===== src/rtl/boot_load_ctrl.sv =====
// boot_load_ctrl: owns RAM port 1 at power-up. Optionally receives a program
// over a UART byte stream (A5, LEN_LO, LEN_HI, N*4 data bytes, CSUM), writes it
// from word 0 upward while holding the core in reset, then releases the core
// and passes its data-port signals straight through to the RAM.
//
// Ports:
//   clk, n_rst          clock, async active-low reset
//   boot_en             1 = wait for a download, 0 = run immediately
//   rx_valid, rx_data   received byte strobe / byte
//   cpu_n_rst           registered active-low reset to the core
//   cpu_addr/wen/wbe/wdata  core data port (byte address)
//   mem_addr/wen/wbe/wdata  RAM port 1 (word address)
//   done, err           sticky load-complete / load-error flags
module boot_load_ctrl #(
  parameter int unsigned AWIDTH      = 12,
  parameter int unsigned TIMEOUT_CYC = 1_000_000
) (
  input  logic              clk,
  input  logic              n_rst,
  input  logic              boot_en,
  input  logic              rx_valid,
  input  logic [7:0]        rx_data,
  output logic              cpu_n_rst,
  input  logic [31:0]       cpu_addr,
  input  logic              cpu_wen,
  input  logic [3:0]        cpu_wbe,
  input  logic [31:0]       cpu_wdata,
  output logic [AWIDTH-1:0] mem_addr,
  output logic              mem_wen,
  output logic [3:0]        mem_wbe,
  output logic [31:0]       mem_wdata,
  output logic              done,
  output logic              err
);

  localparam int unsigned IW = AWIDTH + 1;                  // word index, holds 2^AWIDTH
  localparam int unsigned TW = $clog2(TIMEOUT_CYC + 1);     // idle counter
  localparam int unsigned LW = (IW > 17) ? IW : 17;         // common compare width
  localparam logic [7:0]    HDR_BYTE  = 8'hA5;
  localparam logic [LW-1:0] MAX_WORDS = LW'(1) << AWIDTH;

  typedef enum logic [2:0] {
    S_IDLE, S_HDR, S_LEN0, S_LEN1, S_DATA, S_CSUM, S_RUN, S_ERR
  } state_e;

  state_e            state_q, state_d;
  logic              cpu_n_rst_q, cpu_n_rst_d;
  logic              done_q, done_d;
  logic              err_q, err_d;
  logic              wr_en_q, wr_en_d;
  logic [3:0]        wr_wbe_q, wr_wbe_d;
  logic [AWIDTH-1:0] wr_addr_q, wr_addr_d;
  logic [31:0]       wr_data_q, wr_data_d;
  logic [15:0]       len_q, len_d;
  logic [IW-1:0]     word_idx_q, word_idx_d;
  logic [1:0]        byte_cnt_q, byte_cnt_d;
  logic [23:0]       buf_q, buf_d;
  logic [7:0]        csum_q, csum_d;
  logic [TW-1:0]     idle_q, idle_d;

  logic [15:0] new_len;
  logic        counting;
  logic        timeout_hit;

  assign new_len     = {rx_data, len_q[7:0]};
  assign counting    = (state_q == S_LEN0) || (state_q == S_LEN1) ||
                       (state_q == S_DATA) || (state_q == S_CSUM);
  assign timeout_hit = counting && !rx_valid && (idle_q == TW'(TIMEOUT_CYC - 1));

  // State register and loader datapath flops
  always_ff @(posedge clk or negedge n_rst) begin
    if (!n_rst) begin
      state_q     <= S_IDLE;
      cpu_n_rst_q <= 1'b0;
      done_q      <= 1'b0;
      err_q       <= 1'b0;
      wr_en_q     <= 1'b0;
      wr_wbe_q    <= 4'h0;
      wr_addr_q   <= '0;
      wr_data_q   <= '0;
      len_q       <= '0;
      word_idx_q  <= '0;
      byte_cnt_q  <= '0;
      buf_q       <= '0;
      csum_q      <= '0;
      idle_q      <= '0;
    end else begin
      state_q     <= state_d;
      cpu_n_rst_q <= cpu_n_rst_d;
      done_q      <= done_d;
      err_q       <= err_d;
      wr_en_q     <= wr_en_d;
      wr_wbe_q    <= wr_wbe_d;
      wr_addr_q   <= wr_addr_d;
      wr_data_q   <= wr_data_d;
      len_q       <= len_d;
      word_idx_q  <= word_idx_d;
      byte_cnt_q  <= byte_cnt_d;
      buf_q       <= buf_d;
      csum_q      <= csum_d;
      idle_q      <= idle_d;
    end
  end

  // Next-state and loader datapath
  always_comb begin
    state_d     = state_q;
    cpu_n_rst_d = (state_q == S_RUN);   // core leaves reset the cycle after RUN entry
    done_d      = done_q;
    err_d       = err_q;
    wr_en_d     = 1'b0;                 // write pulse lasts exactly one cycle
    wr_wbe_d    = 4'h0;
    wr_addr_d   = wr_addr_q;
    wr_data_d   = wr_data_q;
    len_d       = len_q;
    word_idx_d  = word_idx_q;
    byte_cnt_d  = byte_cnt_q;
    buf_d       = buf_q;
    csum_d      = csum_q;
    idle_d      = '0;

    if (counting) begin
      idle_d = rx_valid ? '0 : idle_q + TW'(1);
    end

    case (state_q)
      S_IDLE: state_d = boot_en ? S_HDR : S_RUN;
      S_HDR: begin
        if (rx_valid && (rx_data == HDR_BYTE)) state_d = S_LEN0;
      end
      S_LEN0: begin
        if (rx_valid) begin
          len_d   = {8'h00, rx_data};
          state_d = S_LEN1;
        end
      end
      S_LEN1: begin
        if (rx_valid) begin
          len_d = new_len;
          if (LW'(new_len) > MAX_WORDS) begin
            state_d = S_ERR;
            err_d   = 1'b1;
          end else if (new_len == 16'h0000) begin
            state_d = S_CSUM;
          end else begin
            state_d = S_DATA;
          end
        end
      end
      S_DATA: begin
        if (rx_valid) begin
          csum_d     = csum_q + rx_data;
          byte_cnt_d = byte_cnt_q + 2'd1;
          case (byte_cnt_q)
            2'd0: buf_d[7:0]   = rx_data;
            2'd1: buf_d[15:8]  = rx_data;
            2'd2: buf_d[23:16] = rx_data;
            default: begin
              // Fourth byte completes the word; it goes straight into the write register
              wr_en_d    = 1'b1;
              wr_wbe_d   = 4'hF;
              wr_addr_d  = word_idx_q[AWIDTH-1:0];
              wr_data_d  = {rx_data, buf_q};
              word_idx_d = word_idx_q + IW'(1);
              if ((LW'(word_idx_q) + LW'(1)) == LW'(len_q)) state_d = S_CSUM;
            end
          endcase
        end
      end
      S_CSUM: begin
        if (rx_valid) begin
          if (rx_data == csum_q) begin
            state_d = S_RUN;
            done_d  = 1'b1;
          end else begin
            state_d = S_ERR;
            err_d   = 1'b1;
          end
        end
      end
      default: ;  // RUN and ERR are terminal
    endcase

    // Stalled frame: resync on a fresh header, already-written words stay in RAM
    if (timeout_hit) begin
      state_d    = S_HDR;
      word_idx_d = '0;
      byte_cnt_d = '0;
      csum_d     = '0;
      idle_d     = '0;
    end
  end

  // Port-1 mux: core pass-through only once running
  logic run;
  assign run       = (state_q == S_RUN);
  assign mem_addr  = run ? cpu_addr[AWIDTH+1:2] : wr_addr_q;
  assign mem_wen   = run ? cpu_wen : wr_en_q;
  assign mem_wbe   = run ? cpu_wbe : wr_wbe_q;
  assign mem_wdata = run ? cpu_wdata : wr_data_q;

  assign cpu_n_rst = cpu_n_rst_q;
  assign done      = done_q;
  assign err       = err_q;

  // Address bits outside the RAM word range are intentionally dropped
  logic unused_addr_bits;
  assign unused_addr_bits = ^{cpu_addr[31:AWIDTH+2], cpu_addr[1:0]};

endmodule


===== config.mk =====
export PLATFORM = sky130hd
export DESIGN_NAME = boot_load_ctrl
export DESIGN_NICKNAME = d
export VERILOG_FILES = /design/src/rtl/boot_load_ctrl.sv
export SDC_FILE = /design/constraint.sdc
export NUM_CORES = 1
export LEC_CHECK = 0
export ABC_AREA = 1
export BUFFER_PORTS_ARGS = -buffer_cell sky130_fd_sc_hd__buf_2
export CORE_ASPECT_RATIO = 0.9
export CORE_MARGIN = 5
export CORE_UTILIZATION = 50
export CTS_CLUSTER_DIAMETER = 200
export CTS_CLUSTER_SIZE = 14
export DETAILED_ROUTE_END_ITERATION = 12
export PLACE_DENSITY = 0.76
export REMOVE_ABC_BUFFERS = 1
export SLEW_MARGIN = 20
export SYNTH_ARGS = -nofsm -noshare
export SYNTH_HDL_FRONTEND = slang
export SYNTH_SLANG_ARGS = --single-unit

===== constraint.sdc =====
create_clock -name clk -period 2 [get_ports clk]
set_input_delay 0.1 -clock clk [delete_from_list [all_inputs] [get_ports clk]]
set_output_delay 0.1 -clock clk [all_outputs]
set_load 0.03 [all_outputs]

# Word-level counts from Yosys, hierarchy flattened
# Cells that the tools add are included.
op_classes:
  addsub: 5
  n_lt_le_gt_ge: 1
  n_eq_ne: 25
  n_mux: 44
  bitwise_logic: 2
  n_reduce_logical: 27
op_table:
  columns: ["cell", "n"]
  rows:
  - ["20-bit two-way mux", 3]
  - ["13-bit two-way mux", 4]
  - ["16-bit two-way mux", 2]
  - ["32-bit two-way mux", 1]
  - ["16-bit one-hot mux with 2 select lines", 1]
  - ["3-bit two-way mux", 9]
  - ["8-bit two-way mux", 3]
  - ["3-bit AND reduction", 8]
  - ["20-bit by 1-bit adder with 20-bit output (second input constant)", 1]
  - ["20-bit == test (second input constant)", 1]
  - ["3-bit != test (second input constant)", 6]
  - ["3-bit one-hot mux with 6 select lines", 1]
  - ["14-bit by 16-bit == test with 1-bit output", 1]
  - ["16-bit by 13-bit > comparator with 1-bit output (second input constant)", 1]
  - ["16-bit logical NOT", 1]
  - ["4-bit two-way mux", 4]
  - ["13-bit by 1-bit adder with 14-bit output (second input constant)", 1]
  - ["13-bit by 1-bit adder with 13-bit output (second input constant)", 1]
  - ["12-bit two-way mux", 1]
  - ["1-bit two-way mux", 10]
  - ["3-bit == test (second input constant)", 3]
  - ["8-bit adder", 1]
  - ["8-bit == test", 1]
  - ["8-bit == test (second input constant)", 1]
  - ["22 further kinds", 38]
totals:
  regBits: 138
  in_bits: 81
  word_cells: 121

# Longest topological paths before layout
# Gate-level depths: netlist (run 1).
logic_depth:
  ltp_word: 8
  mapped_depth: 17
  mapped_depth_nobuf: 17

# Worst setup path after synthesis (run 1)
# Ideal clock, no wire load.
synth_path:
  path_kind: "register to register"
  from: "register state_q[1]"
  to: "register state_q[2]"
  arrival_time_ns: 1.917
  t_required_ns: 1.883
  setup_slack_ns: -0.034
  stages_incl_launch_ff: 11
  path_cell_list: "dfrtp_1 -> inv_1 -> ha_1 -> nor2_2 -> nand3_1 -> nor4_1 -> nand3_1 -> a21oi_1 -> nand2_2 -> nand2_1 -> nand2_1"
synth_between:
  elab_chain_cells: 8
  elab_cells_between_ends: 22
  classes_between: "eq/ne (12); mux (2); reduce/logical (8)"
synth_lines:
  columns: ["item", "line_no", "rtl"]
  rows:
  - ["start: declaration", "46", "state_e state_q, state_d;"]
  - ["start signal: assignment", "88", "state_q <= state_d;"]
  - ["3-bit by 2-bit == test with 1-bit output", "66, 126", null]
  - ["1-bit logical OR (2 in series)", "66", "assign counting = (state_q == S_LEN0) || (state_q == S_LEN1) ||"]
  - ["1-bit logical OR", "67", "(state_q == S_DATA) || (state_q == S_CSUM);"]
  - ["1-bit logical AND (2 in series)", "68", "assign timeout_hit = counting && !rx_valid && (idle_q == TW'(TIMEOUT_CYC - 1));"]
  - ["7-bit nonzero test (no source line) (tied with other cells)", null, null]
  - ["8-bit AND reduction (no source line)", null, null]
# Several ways; a longest one is shown, not always the timed one.
# A chain may end at the register's enable or synchronous reset.

# Final worst setup path (run 1)
layout_path:
  from: "register state_q[1]"
  to: "output mem_wdata[28]"
layout_between:
  elab_chain_cells: 2
layout_lines:
  columns: ["item", "line_no", "rtl"]
  rows:
  - ["3-bit == test", "196", "assign run = (state_q == S_RUN);"]
  - ["32-bit two-way mux", "200", "assign mem_wdata = run ? cpu_wdata : wr_data_q;"]
  - ["end: declaration", "31", "output logic [31:0] mem_wdata,"]
# Every way passes these cells.

==> out/qor.csv, run 1 <==
metric,value,unit
hold_viol,0,
finalCriticalPeriod,2030,ps
cts_root_buffer,clkbuf_16,
cts_htree_levels,4,
drt_first_pass_iters,7,
endpoint,mem_wdata[28],
holdPathStages,3,
drive_gt1_share,32.0,%
ys.flop_type,dfrtp_1,
setup_violations,18,
dr_wl_met3,1400,um
cts.sinks,134,
grt_setup_unrepaired,true,
netlist_top_cells_area,"dfrtp_1 48%, nand2_1 19%, o21ai_0 5.3%",
via_per_inst,5.29,
antenna_cells,0,
drc,0,
vdd_ir_drop_max,0.812,mV
dpl_worst_slack,-42.1,ps
max-slew-margin-rel,59.0,%
ant_nets,0,
synth_edf_count,0,
synth_top_area_share,47.6,%
setup.worst_path.class,flip-flop to output port,
syn_inst,926,
startpoint,state_q[1],
dieArea,16600,um2
fp.dieW,135,um
grt_pass1_wl,29600,um
clk_latency,430,ps
failed_checks,negative setup slack,
antenna_found_initial,0,
tightestPinTransition,613,ps
reg2reg_slack,20,ps
tns,-250,ps
synthArstFlopShare,100,%
initial_core_util,50.7,%
max-clock-path-buffers,2,
routed_wl,20000,um
max_cap_viol_count,0,
area_growth,40.3,%
synthesis.area,7050,um2
rr_endpoint,state_q[1],
fin_crit_sh,102,%
reg2reg_from,word_idx_q[1],
post-dp-hpwl,12100,um
overflow,0,
cts_tree,done,
final_common_cell,nand2_1,
fin_skew,5.11,ps
clk_pin_slew,60,ps
nets,1181,
synth_top_cell_by_area,dfrtp_1,
power_leakage,4.98,nW
routed-wl-met2,9870,um
ff2ff_path_depth,16,
synth_seq_area_share,47.6,%
io_buffer_count,112,
final_cell_mix,"267 x nand2_1, 133 x dfrtp_1, 80 x inv_1, 71 x nand2_2",
io_pins,133,
ys_ff_latch,134,
fin_ws,-30.9,ps
die_h,123,um
vias,6829,
finalWeightedCongestion,0.899,
grt_max_degree,51,
status,"complete, but fails checks",
power_density,1560,nW/um2
top_layer_used,met4,
hp-class,primary input to flip-flop,
crit_path_max_fanout,8,
cp-end-kind,output port,
fill_cells,1015,
met1_length,8390,um
core_area,13900,um2
critPathArrivalTime,1930,ps
worstPathRequired,1900,ps
grtUsageTotal,22.3,%
max_freq,492,MHz
ys_types,38,
synth_warnings,0,
drtIter0Drc,595,
cts_buffers,17,
num_rows,41,
grt_pass1_vias,6261,
syn_area_per_cell,7.61,um2
startpoint_type,flip-flop,
drv_slew,0,
wl_per_cell,15.5,um
-- kinds of logic after synthesis --
logic type / count (synthesis) / share of synthesized area (%)
and+or+nand+nor: 521 / 31.8
adders and majority gates: 16 / 2.95
buffers and inverters: 115 / 6.46
xor gates and xnor gates: 8 / 0.994
DFF: 134 / 47.6
AOI/OAI and AO/OA: 132 / 10.2
-- registers in the layout, summed over array words and instances (netlist names) --
signal and cells:
len_q 16, wr_wbe_q 1, word_idx_q 13, err 1, wr_addr_q 12, done 1, csum_q 8, buf_q 24
state_q 3, wr_data_q 32, idle_q 20, byte_cnt_q 2, cpu_n_rst 1
-- routing by layer --
metal / global-route usage (%) / vias to the layer above
met3: 5.94 / 33
met4: 7.18 / 0
met5: 0 / -
met1: 29.8 / 3226
li1: - / 3311
met2: 35.8 / 259
-- final cells by class --
| cell class | count | area, um2 | area share (%) |
|---|---|---|---|
| multi-input combinational | 677 | 3810 | 38.5 |
| timing repair buffer | 166 | 1470 | 14.9 |
| clock buffer | 21 | 460 | 4.66 |
| inverter | 88 | 349 | 3.53 |
| tap | 193 | 241 | 2.44 |
| clock inverter | 11 | 196 | 1.99 |
| sequential | 134 | 3350 | 33.9 |
-- stage by stage --
stage	total power [W]	hold slack (ps)	cells	utilization [%]	instance area, um2
after floorplan	0.00810	-196	899	-	6920
after global placement	0.00963	138	1228	57.3	7960
after detailed placement	0.00975	143	1228	57.3	7960
after CTS	0.0138	46.0	1270	64.0	8890
after global routing	0.0164	68.4	1290	71.1	9880
final	0.0155	63.9	1290	71.1	9880
-- Yosys cell counts, drive strengths merged, types with 2 or more instances --
| cell | n |
|---|---|
| xor2 | 5 |
| dfrtp | 134 |
| inv | 88 |
| ha | 15 |
| clkbuf | 19 |
| o21bai | 4 |
| a31oi | 4 |
| xnor2 | 3 |
| a211oi | 4 |
| nor3 | 19 |
| a31o | 2 |
| nor3b | 2 |
| o21ai | 76 |
| a21oi | 29 |
| nand2 | 366 |
| nand3 | 48 |
| o22ai | 8 |
| o21a | 3 |
| nand4 | 14 |
| buf | 8 |
| nor4 | 5 |
| nor2 | 67 |
-- power breakdown --
group          switching, W  internal [W]  total (W)
clock network       0.00116       0.00228    0.00345
registers          0.000762       0.00365    0.00441
logic               0.00446       0.00315    0.00760
total               0.00638       0.00907     0.0155
-- worst min-delay path by stage --
stage / to / startpoint / slack, ps
3_3_place_gp: csum_q[3] / n_rst / 140
4_1_cts: len_q[7] / rx_data[7] / 50
3_5_place_dp: csum_q[3] / n_rst / 140
5_1_grt: len_q[7] / rx_data[7] / 70
2_1_floorplan: buf_q[0] / n_rst / -200
6_report: len_q[15] / rx_data[7] / 60
-- critical path: stages (launching register included) --
cell and delay [ps]:
dfrtp_1 360, inv_2 70, buf_6 130, nor3_4 250, buf_12 190, inv_16 60
clkbuf_16 180, nand2_4 70, nand2_2 60, buf_6 130
-- timing repair --
action                                  CTS  global route
endpoints found under the setup margin   49            69
gates resized for setup                  53           251
buffers inserted                          7            17
hold endpoints to repair                 40             0
cloned                                    2             4
pin swaps                                 1            45
hold buffers                              1             0
Power figures use the tool's default switching activity.
==> run 2: changes to the inputs <==
- MAX_ROUTING_LAYER: default -> met4
==> run 2 against run 1 <==
  * Via count shrank 0.19%
  * Non-clock buffer count is the same
  * Utilization is 0.12 points lower
  * The run still ends with negative setup slack left
  * Critical path depth unchanged
  * Largest cell class unchanged
  * Sequential cell count is the same
  * First-iteration DRC count grew 0.17%
  * Hold slack gained 2.8 ps
  * Count of clock-buffer cells in the layout did not move
  * Critical path type unchanged
  * Maximum frequency hardly changed
  * Final cell count is the same
  * Largest power group unchanged
  * Critical endpoint is now mem_wdata[0]
==> out/qor.csv, run 2 (synthesis gave the netlist of run 1 again) <==
metric,value,unit
status,"complete, but fails checks",
failed_checks,negative setup slack,
cts_htree_levels,4,
swShare,41.3,%
num_rows,41,
cts_tree,done,
cts_buffers,17,
startpoint_type,flip-flop,
p_switching,0.00636,W
io_buffer_count,112,
core_area,13900,um2
setup_violations,18,
fin_ws,-29.1,ps
overflow,0,
largest_reg_flops,32,
crit_family,buffers and inverters,
max_cap_viol_count,0,
antenna_found_initial,0,
fill_cells,1020,
max-clock-path-buffers,2,
pwr-share-comb,49.0,%
max-slew-margin-rel,60.2,%
final_cell_mix,"272 x nand2_1, 132 x dfrtp_1, 79 x inv_1, 66 x nand2_2",
fin_util,71.0,%
cts_root_buffer,clkbuf_16,
hold_viol,0,
initial_core_util,50.7,%
clk_pin_slew,60,ps
drtIter0Drc,596,
setup.worst_path.class,flip-flop to output port,
routed_wl,20000,um
post-place-cells,1228,
grt_max_degree,51,
clk_latency,430,ps
fin_cells,1290,
power_density,1560,nW/um2
placed_area,7960,um2
ant_nets,0,
fp.dieW,135,um
fin_total_pwr,0.0154,W
io_pins,133,
path_cells,"inv_2, buf_6, nor3_4, buf_12, inv_16, clkbuf_16, nand2_4, nand2_4, buf_6",
tightestPinTransition,596,ps
tns,-253,ps
vdd_ir_drop_max,0.814,mV
hp-class,primary input to flip-flop,
antenna_cells,0,
grt.busiest_layer,met2,
nets,1181,
drive_gt1_share,31.5,%
via_per_inst,5.28,
grt_setup_unrepaired,true,
drv_slew,0,
crit_path_top_delay_cell,dfrtp_1,
power_leakage,4.98,nW
critPathBufInv,6,
design_area,9870,um2
globalRouteMet1Util,30.0,%
max_freq,493,MHz
regMostFlops,wr_data_q,
critPathArrivalTime,1930,ps
finalCriticalPeriod,2030,ps
use_met3,5.74,%
wl_per_cell,15.5,um
grt_pass1_vias,6267,
crit_path_max_fanout,7,
area_growth,40.0,%
worstPathRequired,1900,ps
final_common_cell,nand2_1,
finalWeightedCongestion,0.914,
power_frac_seq,28.6,%
grtUsageMet2,35.6,%
p_int,0.00905,W
drt_first_pass_iters,5,
die_h,123,um
dieArea,16600,um2
cp-end-kind,output port,
cts.sinks,134,
clockPowerShare,22.4,%
fin_crit_sh,101,%
reg_top3,"wr_data_q x32, buf_q x24, idle_q x20",
vias,6816,
fin_skew,4.94,ps
slowest_delay,360,ps
grtUsageTotal,23.0,%
grt_pass1_wl,29600,um
post-dp-hpwl,12100,um
drc,0,
## run 2: final timing paths
check	cells past startpoint	from	end	slack, ps
setup / recovery	9	state_q[1]	mem_wdata[0]	-30
hold / removal	3	rx_data[7]	len_q[15]	70
setup reg to reg	11	state_q[1]	state_q[1]	20
hold reg to reg	2	buf_q[23]	wr_data_q[23]	480
max in group asynchronous	3	n_rst	word_idx_q[2]	1080
min in group asynchronous	2	n_rst	buf_q[15]	230
## run 2: through the flow
stage | worst slack [ps] | hold WS (ps)
2_1_floorplan | -1270 | -196
3_3_place_gp | 34.2 | 138
3_5_place_dp | -42.1 | 143
4_1_cts | 5.06 | 46.0
5_1_grt | -160 | 68.5
6_report | -29.1 | 66.7
## run 2: repair_timing
action,4_1_cts,5_1_grt
gates resized for setup,53,246
endpoints found under the hold margin,40,0
gates cloned,2,4
hold buffers,1,0
pin swaps,1,36
setup buffers,7,17
endpoints found under the setup margin,49,69
## run 2: final cells by class
class | instances | area (um2) | share of cell area, %
clock buffers | 21 | 460 | 4.67
flip-flops and latches | 134 | 3360 | 34.0
well taps | 193 | 241 | 2.45
multi-input cells | 677 | 3790 | 38.4
inverters | 88 | 349 | 3.54
clock inverters | 11 | 196 | 1.99
repair buffers | 166 | 1470 | 14.9
## run 2: routing by layer
layer / up-vias / share of wire (%) / wire [um]
met5: - / 0 / 0
met4: 0 / 1.6 / 322
met3: 30 / 7.6 / 1530
met2: 276 / 50 / 9910
met1: 3199 / 41 / 8250
li1: 3311 / - / -
## run 2: tightest hold or removal path: stages
cell and delay, ps:
buf_2 120, nand2_1 140, o31ai_1 90
## run 2: power groups by stage
stage / combinational, W / clock (W) / sequential [W]
final: 0.00754 / 0.00345 / 0.00441
after global routing: 0.00820 / 0.00362 / 0.00452
after global placement: 0.00537 / 0 / 0.00426
after floorplan: 0.00392 / 0 / 0.00418
after detailed placement: 0.00547 / 0 / 0.00429
after CTS: 0.00606 / 0.00348 / 0.00424
